<file path="src/rtl/lut_mult_arbiter.sv">
// Round-robin sharing of one pipelined signed multiplier between two requesters.
// Optional grant statistics counters are enabled by defining LUT_MULT_ARB_STATS_EN.
module lut_mult_arbiter #(
    parameter int DATA_W      = 8,
    parameter int MUL_LATENCY = 2
) (
    input  logic                  clk,
    input  logic                  rst,
    input  logic                  req0_valid,
    input  logic [DATA_W-1:0]     req0_a,
    input  logic [DATA_W-1:0]     req0_b,
    output logic                  req0_ready,
    input  logic                  req1_valid,
    input  logic [DATA_W-1:0]     req1_a,
    input  logic [DATA_W-1:0]     req1_b,
    output logic                  req1_ready,
    output logic [DATA_W-1:0]     mul_a,
    output logic [DATA_W-1:0]     mul_b,
    input  logic [2*DATA_W-1:0]   mul_product,
    output logic                  rsp0_valid,
    output logic                  rsp1_valid,
    output logic [2*DATA_W-1:0]   rsp_product,
    output logic                  busy
`ifdef LUT_MULT_ARB_STATS_EN
    ,
    output logic [15:0]           grant_cnt0,
    output logic [15:0]           grant_cnt1
`endif
);

    // Handshake: a requester's operands transfer on a rising edge where its
    // valid and ready are both 1; requesters hold valid/a/b stable until ready.
    localparam logic [0:0] PTR_REQ0 = 1'b0;
    localparam logic [0:0] PTR_REQ1 = 1'b1;

    logic [0:0]            ptr_q, ptr_d;
    logic [DATA_W-1:0]     mul_a_q, mul_a_d;
    logic [DATA_W-1:0]     mul_b_q, mul_b_d;
    logic [MUL_LATENCY:0]  tag_vld_q, tag_vld_d;
    logic [MUL_LATENCY:0]  tag_id_q, tag_id_d;
    logic [2*DATA_W-1:0]   rsp_product_q, rsp_product_d;
    logic                  rsp0_valid_q, rsp0_valid_d;
    logic                  rsp1_valid_q, rsp1_valid_d;
    logic                  busy_q, busy_d;
    logic                  grant0, grant1;

    always_comb begin
        grant0 = 1'b0;
        grant1 = 1'b0;
        if (!rst) begin
            if (req0_valid && (!req1_valid || ptr_q == PTR_REQ0)) begin
                grant0 = 1'b1;
            end else if (req1_valid) begin
                grant1 = 1'b1;
            end
        end
    end

    always_comb begin
        ptr_d   = ptr_q;
        mul_a_d = mul_a_q;
        mul_b_d = mul_b_q;
        if (grant0) begin
            ptr_d   = PTR_REQ1;
            mul_a_d = req0_a;
            mul_b_d = req0_b;
        end else if (grant1) begin
            ptr_d   = PTR_REQ0;
            mul_a_d = req1_a;
            mul_b_d = req1_b;
        end
    end

    // The tag pipe never stalls; its last stage lines up with mul_product.
    always_comb begin
        tag_vld_d     = {tag_vld_q[MUL_LATENCY-1:0], grant0 | grant1};
        tag_id_d      = {tag_id_q[MUL_LATENCY-1:0], grant1};
        rsp0_valid_d  = tag_vld_q[MUL_LATENCY] && !tag_id_q[MUL_LATENCY];
        rsp1_valid_d  = tag_vld_q[MUL_LATENCY] &&  tag_id_q[MUL_LATENCY];
        rsp_product_d = tag_vld_q[MUL_LATENCY] ? mul_product : rsp_product_q;
        busy_d        = (|tag_vld_d) | rsp0_valid_d | rsp1_valid_d;
    end

    always_ff @(posedge clk) begin
        if (rst) begin
            ptr_q         <= PTR_REQ0;
            mul_a_q       <= '0;
            mul_b_q       <= '0;
            tag_vld_q     <= '0;
            tag_id_q      <= '0;
            rsp_product_q <= '0;
            rsp0_valid_q  <= 1'b0;
            rsp1_valid_q  <= 1'b0;
            busy_q        <= 1'b0;
        end else begin
            ptr_q         <= ptr_d;
            mul_a_q       <= mul_a_d;
            mul_b_q       <= mul_b_d;
            tag_vld_q     <= tag_vld_d;
            tag_id_q      <= tag_id_d;
            rsp_product_q <= rsp_product_d;
            rsp0_valid_q  <= rsp0_valid_d;
            rsp1_valid_q  <= rsp1_valid_d;
            busy_q        <= busy_d;
        end
    end

    assign req0_ready  = grant0;
    assign req1_ready  = grant1;
    assign mul_a       = mul_a_q;
    assign mul_b       = mul_b_q;
    assign rsp_product = rsp_product_q;
    assign rsp0_valid  = rsp0_valid_q;
    assign rsp1_valid  = rsp1_valid_q;
    assign busy        = busy_q;

`ifdef LUT_MULT_ARB_STATS_EN
    logic [15:0] cnt0_q, cnt0_d;
    logic [15:0] cnt1_q, cnt1_d;

    // Counters stick at all-ones instead of wrapping.
    always_comb begin
        cnt0_d = cnt0_q;
        cnt1_d = cnt1_q;
        if (grant0 && cnt0_q != 16'hFFFF) cnt0_d = cnt0_q + 16'd1;
        if (grant1 && cnt1_q != 16'hFFFF) cnt1_d = cnt1_q + 16'd1;
    end

    always_ff @(posedge clk) begin
        if (rst) begin
            cnt0_q <= '0;
            cnt1_q <= '0;
        end else begin
            cnt0_q <= cnt0_d;
            cnt1_q <= cnt1_d;
        end
    end

    assign grant_cnt0 = cnt0_q;
    assign grant_cnt1 = cnt1_q;
`endif

endmodule

</file>
<file path="config.mk">
export PLATFORM = sky130hd
export DESIGN_NAME = lut_mult_arbiter
export DESIGN_NICKNAME = d
export VERILOG_FILES = /design/src/rtl/lut_mult_arbiter.sv
export SDC_FILE = /design/constraint.sdc
export NUM_CORES = 1
export LEC_CHECK = 0
export CAP_MARGIN = 5
export CORE_MARGIN = 4
export CORE_UTILIZATION = 40
export DETAILED_ROUTE_END_ITERATION = 7
export PLACE_DENSITY_LB_ADDON = 0.08
export SYNTH_ARGS = -nofsm -noshare
export SYNTH_HDL_FRONTEND = slang
export SYNTH_SLANG_ARGS = --single-unit
export TNS_END_PERCENT = 50
</file>
<file path="constraint.sdc">
create_clock -name clk -period 3.1 [get_ports clk]
set_input_delay 0.62 -clock clk [delete_from_list [all_inputs] [get_ports clk]]
set_output_delay 0.62 -clock clk [all_outputs]
set_load 0.005 [all_outputs]
</file>
==> results of run 1 <==
-- flip-flops by register name, indices dropped and copies added, names as in the netlist --
register     flops
rsp_product     16
rsp0_valid       1
rsp1_valid       1
mul_b            8
tag_id_q         3
tag_vld_q        3
ptr_q            1
busy             1
mul_a            8
-- per-layer routing --
metal	GRT usage	vias to the layer above	wire length, µm
li1	-	804	-
met1	0.193	721	1830
met2	0.287	62	2110
met3	0.0702	6	467
met4	0.0656	0	77
met5	0	-	0
-- report_power, final --
part           internal (mW)  leakage, nW  switching [mW]
logic                  0.131        0.557          0.0773
registers              0.567        0.344          0.0162
clock network          0.151       0.0438           0.172
total                  0.849        0.944           0.265
-- metrics by stage --
step	hold WS [ns]	cells	cell area, µm²	setup WS, ns	total power, mW
2_1_floorplan	0.389	179	1670	0.976	0.674
3_3_place_gp	0.411	305	2560	0.211	0.802
3_5_place_dp	0.401	305	2560	0.222	0.805
4_1_cts	0.425	312	2640	0.210	1.13
5_1_grt	0.445	312	2640	0.151	1.18
6_report	0.431	312	2640	0.207	1.11
-- cells in the final DEF (no fill, tap or decap), drive strengths merged --
master         count
nor4               1
and2               1
mux2i             16
clkinv             3
nand2b             3
and3               1
a21oi              2
inv                2
buf                7
clkbuf             5
o31ai             16
dfxtp             42
nor2b              6
o21ai             17
nor2              18
clkdlybuf4s50     88
nor3b              1
nand3             16
a31oi             16
or3                1
-- cells by family (layout without fill, tap and decap cells) --
kind of cell	Yosys count	in the layout	share of synthesized area
and+or+nand+nor	48	48	0.143
buffers and inverters	22	105	0.0675
AOI/OAI and AO/OA	51	51	0.189
DFF	42	42	0.504
muxes	16	16	0.0960
-- final cells by class --
cell class	count	area [µm²]	share of cell area
Clock buffer	5	68.8	0.0261
Clock inverter	2	10.0	0.00379
Inverter	3	11.3	0.00426
Multi-Input combinational cell	115	714	0.270
Sequential cell	42	841	0.318
Tap cell	50	62.6	0.0237
Timing Repair Buffer	95	933	0.353
-- worst paths after layout --
kind / start / endpoint / cells after the start
setup / recovery: req1_valid / req0_ready / 5
hold / removal: tag_id_q[2] / rsp0_valid / 1
setup reg to reg: tag_vld_q[2] / rsp_product[9] / 2
hold reg to reg: tag_id_q[2] / rsp0_valid / 1
==> results by group, run 1 <==
Status
  – Status: complete, no violations

Critical path
  – Critical Path Start Type: input port
  – Slowest stage delay, CP: 0.52 ns
  – CP Cell Sequence: clkdlybuf4s50_1 -> and2_4 -> or3_1 -> inv_1 -> clkdlybuf4s50_1
  – Worst path buffer plus inverter count: 3
  – Req. time, crit path: 2.48 ns
  – CP max-delay cell: clkdlybuf4s50_1
  – CP arrival: 2.27 ns
  – Delay-heaviest family, CP: buffers and inverters
  – Worst reg2reg setup slack: 1.66 ns
  – CP most frequent cell: clkdlybuf4s50_1
  – Crit end category: output pin
  – WS Path Type: in2out
  – Crit Path Max Fanout: 17

CTS
  – Skew-Pair Late Insertion Delay: 0.29 ns
  – H-tree depth: 2
  – Cts repair resizes: 0
  – Post-CTS Setup Bufs: 0
  – Root Buffer: clkbuf_8
  – CTS max path bufs: 2
  – CTS Buf Count: 5
  – Post-CTS Hold Fix Bufs: 0
  – Clock-pin slew of the registers on the worst-case setup and hold paths: 0.07 ns
  – CTS tree: yes
  – Sink Count: 42

Run
  – Total of max-cap violations: 0

Cells and area
  – Ant diodes: 0
  – Share of layout cells above drive strength 1: 0.0573
  – Nets: 314
  – End-of-flow core utilization: 0.656
  – Filler cells: 348
  – Area growth, synth to finish: 58.4%

Detailed routing
  – DRT Wirelength: 4480 µm
  – Initial DRC count: 81
  – DRC viols: 0
  – ANT nets after route: 0
  – Drt wl/cell: 14.4 µm
  – Drt first pass iters: 4
  – Vias post-DR: 1,593
  – Via-to-Cell Ratio: 5.11

Power
  – P_leak: 0.944 nW
  – PwrDens: 422 mW/mm²
  – Peak VDD IR: 245 µV

Floorplanning
  – Die Y: 72.6 µm
  – Rows: 23
  – I/O Pins: 89
  – Die area: 0.00527 mm²
  – Starting density of the core: 0.414
  – Chip Width: 72.6 µm
  – Core box area: 0.00403 mm²

Logic synthesis
  – Syn Area/Cell: 9.32 µm²
  – Syn nets: 231
  – Syn Inst Count: 179
  – Largest area contributor in the netlist: dfxtp_1
  – Most numerous cell in the Yosys netlist: dfxtp_1
  – Mapped Area: 0.00167 mm²
  – Library cells used by synthesis: 21
  – Number of flops mapped to enable cells by yosys: 0
  – Syn. warnings: 0
  – Asr flop ratio synth: 0
  – Synth top area share: 0.504
  – #FFs+latches synth: 42
  – Ranking of synthesized cells by area: dfxtp_1 50%, mux2i_1 9.6%, o31ai_1 7.2%, a31oi_1 6.0%, o21ai_0 5.1%
  – Post-synth top cells: 42 x dfxtp_1, 18 x nor2_1, 17 x o21ai_0
  – Register area share after synthesis: 0.504
  – Primary FF master, synth: dfxtp_1

Timing
  – Hold Vio Cnt, Final: 0
  – Minimum clock period: 2.89 ns
  – Relative slew slack: 0.335
  – RSZ-0062 raised after global routing: false
  – Setup Skew: 0.00439 ns
  – Fin Setup TNS: 0 ns
  – FMAX: 346 MHz
  – Endpoints failing setup: 0
  – Final Cycle Share: 0.933
  – Slew Viols, Final: 0
  – Slew @ Worst Pin: 0.996 ns

Worst hold path
  – Min-delay worst type: reg2reg

Placement
  – I/O Buffers: 88
  – DP HPWL: 3190 µm
  – Routability congestion estimate: 0.778

Global routing
  – First-pass GRT wire length: 7090 µm
  – Largest net degree at the start of global routing: 20
  – Vias in the first global route: 1,587
  – Initial antenna violation count: 0
  – All-Layer GR Usage: 0.171
  – Overflow after GRT: 0
Note: power is estimated with default switching activity, not from simulation.
==> run 2, diff against run 1 <==
Settings changed: CAP_MARGIN 5 to 10, CELL_PAD_IN_SITES_DETAIL_PLACEMENT set to 0, CELL_PAD_IN_SITES_GLOBAL_PLACEMENT set to 1, CORE_UTILIZATION 40 to 29.
==> results by group, run 2 (synthesis results as in run 1) <==
Cells and area
  – Max FFs per register: 16
  – Most frequent cells in the layout: 88 x clkdlybuf4s50_1, 42 x dfxtp_1, 18 x nor2_1, 17 x o21ai_0
  – Area growth, synth to finish: 61.4%
  – Ant diodes: 0
  – Nets: 316
  – End-of-flow core utilization: 0.486
  – Most common cell after layout, fill and taps aside: clkdlybuf4s50_1
  – Fin area: 0.00269 mm²
  – Share of layout cells above drive strength 1: 0.0642

Worst hold path
  – Min-delay worst type: reg2reg

Timing
  – Relative slew slack: 0.330
  – Slew Viols, Final: 0
  – Final Cycle Share: 0.920
  – Hold Vio Cnt, Final: 0
  – Minimum clock period: 2.85 ns
  – Slew @ Worst Pin: 1.00 ns
  – Minimum hold slack: 0.413 ns
  – Endpoints failing setup: 0
  – RSZ-0062 raised after global routing: false
  – Setup Skew: 0.00328 ns
  – Fin Setup TNS: 0 ns
  – FMAX: 351 MHz

Power
  – P_leak: 0.956 nW
  – Peak VDD IR: 160 µV
  – PwrDens: 425 mW/mm²

Detailed routing
  – Initial DRC count: 51
  – Drt wl/cell: 14.6 µm
  – DRC viols: 0
  – DRT Wirelength: 4930 µm
  – Vias post-DR: 1,639
  – Via-to-Cell Ratio: 4.86
  – Drt first pass iters: 4
  – ANT nets after route: 0

Floorplanning
  – Core box area: 0.00554 mm²
  – Starting density of the core: 0.301
  – I/O Pins: 89
  – Chip Width: 83.8 µm
  – Die area: 0.00703 mm²
  – Rows: 27
  – Die Y: 83.8 µm

CTS
  – Root Buffer: clkbuf_8
  – H-tree depth: 2
  – Post-CTS Hold Fix Bufs: 0
  – Skew-Pair Late Insertion Delay: 0.29 ns
  – Clock-pin slew of the registers on the worst-case setup and hold paths: 0.08 ns
  – CTS tree: yes
  – CTS max path bufs: 2
  – Post-CTS Setup Bufs: 0
  – CTS Buf Count: 5
  – Sink Count: 42
  – Cts repair resizes: 0

Critical path
  – WS Path Type: in2out
  – CP Cell Sequence: clkdlybuf4s50_1 -> and2_4 -> or3_1 -> inv_1 -> clkdlybuf4s50_1
  – Crit end category: output pin
  – CP arrival: 2.23 ns
  – Critical Path Start Type: input port
  – Req. time, crit path: 2.48 ns
  – Delay-heaviest family, CP: buffers and inverters
  – CP most frequent cell: clkdlybuf4s50_1
  – CP max-delay cell: clkdlybuf4s50_1
  – Crit Path Max Fanout: 5
  – Slowest stage delay, CP: 0.53 ns
  – Worst path buffer plus inverter count: 3

Placement
  – DP HPWL: 3380 µm
  – Routability congestion estimate: 0.746
  – Placed Area: 0.00261 mm²
  – I/O Buffers: 88

Global routing
  – Overflow after GRT: 0
  – Vias in the first global route: 1,617
  – All-Layer GR Usage: 0.142
  – Initial antenna violation count: 0
  – Largest net degree at the start of global routing: 20
  – First-pass GRT wire length: 8010 µm

Status
  – Status: complete, no violations

Run
  – Total of max-cap violations: 0
==> run 2: cell count changes in the layout (fill, tap and decap cells not counted), sizes merged <==
cell / delta
buf: +2
clkbuf: +1
==> run 2: metal layers <==
| layer | vias up | wire [µm] | track usage |
|---|---|---|---|
| li1 | 812 | - | - |
| met1 | 741 | 2340 | 0.188 |
| met2 | 79 | 2020 | 0.197 |
| met3 | 7 | 528 | 0.0721 |
| met4 | 0 | 47 | 0.0468 |
| met5 | - | 0 | 0 |
==> run 2: where the power goes <==
| group | switching, mW | total [mW] | internal [mW] | leakage, nW |
|---|---|---|---|---|
| Combinational | 0.0799 | 0.212 | 0.132 | 0.567 |
| Clock | 0.190 | 0.349 | 0.159 | 0.0452 |
| Sequential | 0.0162 | 0.583 | 0.567 | 0.344 |
| Total | 0.286 | 1.14 | 0.858 | 0.956 |
==> run 2: layout make-up <==
cell class,count,area [µm²]
Multi-Input combinational cell,115,714
Clock buffer,6,72.6
Clock inverter,2,13.8
Timing Repair Buffer,97,948
Fill cell,556,2850
Sequential cell,42,841
Inverter,3,11.3
Tap cell,72,90.1
==> run 2: metrics by stage <==
stage / std cells / power [mW] / worst slack (ns)
finish: 337 / 1.14 / 0.249
global route: 337 / 1.21 / 0.158
CTS: 337 / 1.17 / 0.251
detailed placement: 329 / 0.809 / 0.274
global placement: 329 / 0.812 / 0.277
floorplan: 179 / 0.674 / 0.976
==> run 2: worst register-to-register path, stage by stage (launching register included) <==
cell     delay, ns
dfxtp_1       0.99
mux2i_1       0.29
nor2_1        0.05
==> run 2: final timing paths <==
path         slack (ns)              to  cells after the start          from
max                0.25      req0_ready                      5    req1_valid
min                0.41      rsp0_valid                      1   tag_id_q[2]
max reg2reg        1.67  rsp_product[8]                      2  tag_vld_q[2]
min reg2reg        0.41      rsp0_valid                      1   tag_id_q[2]
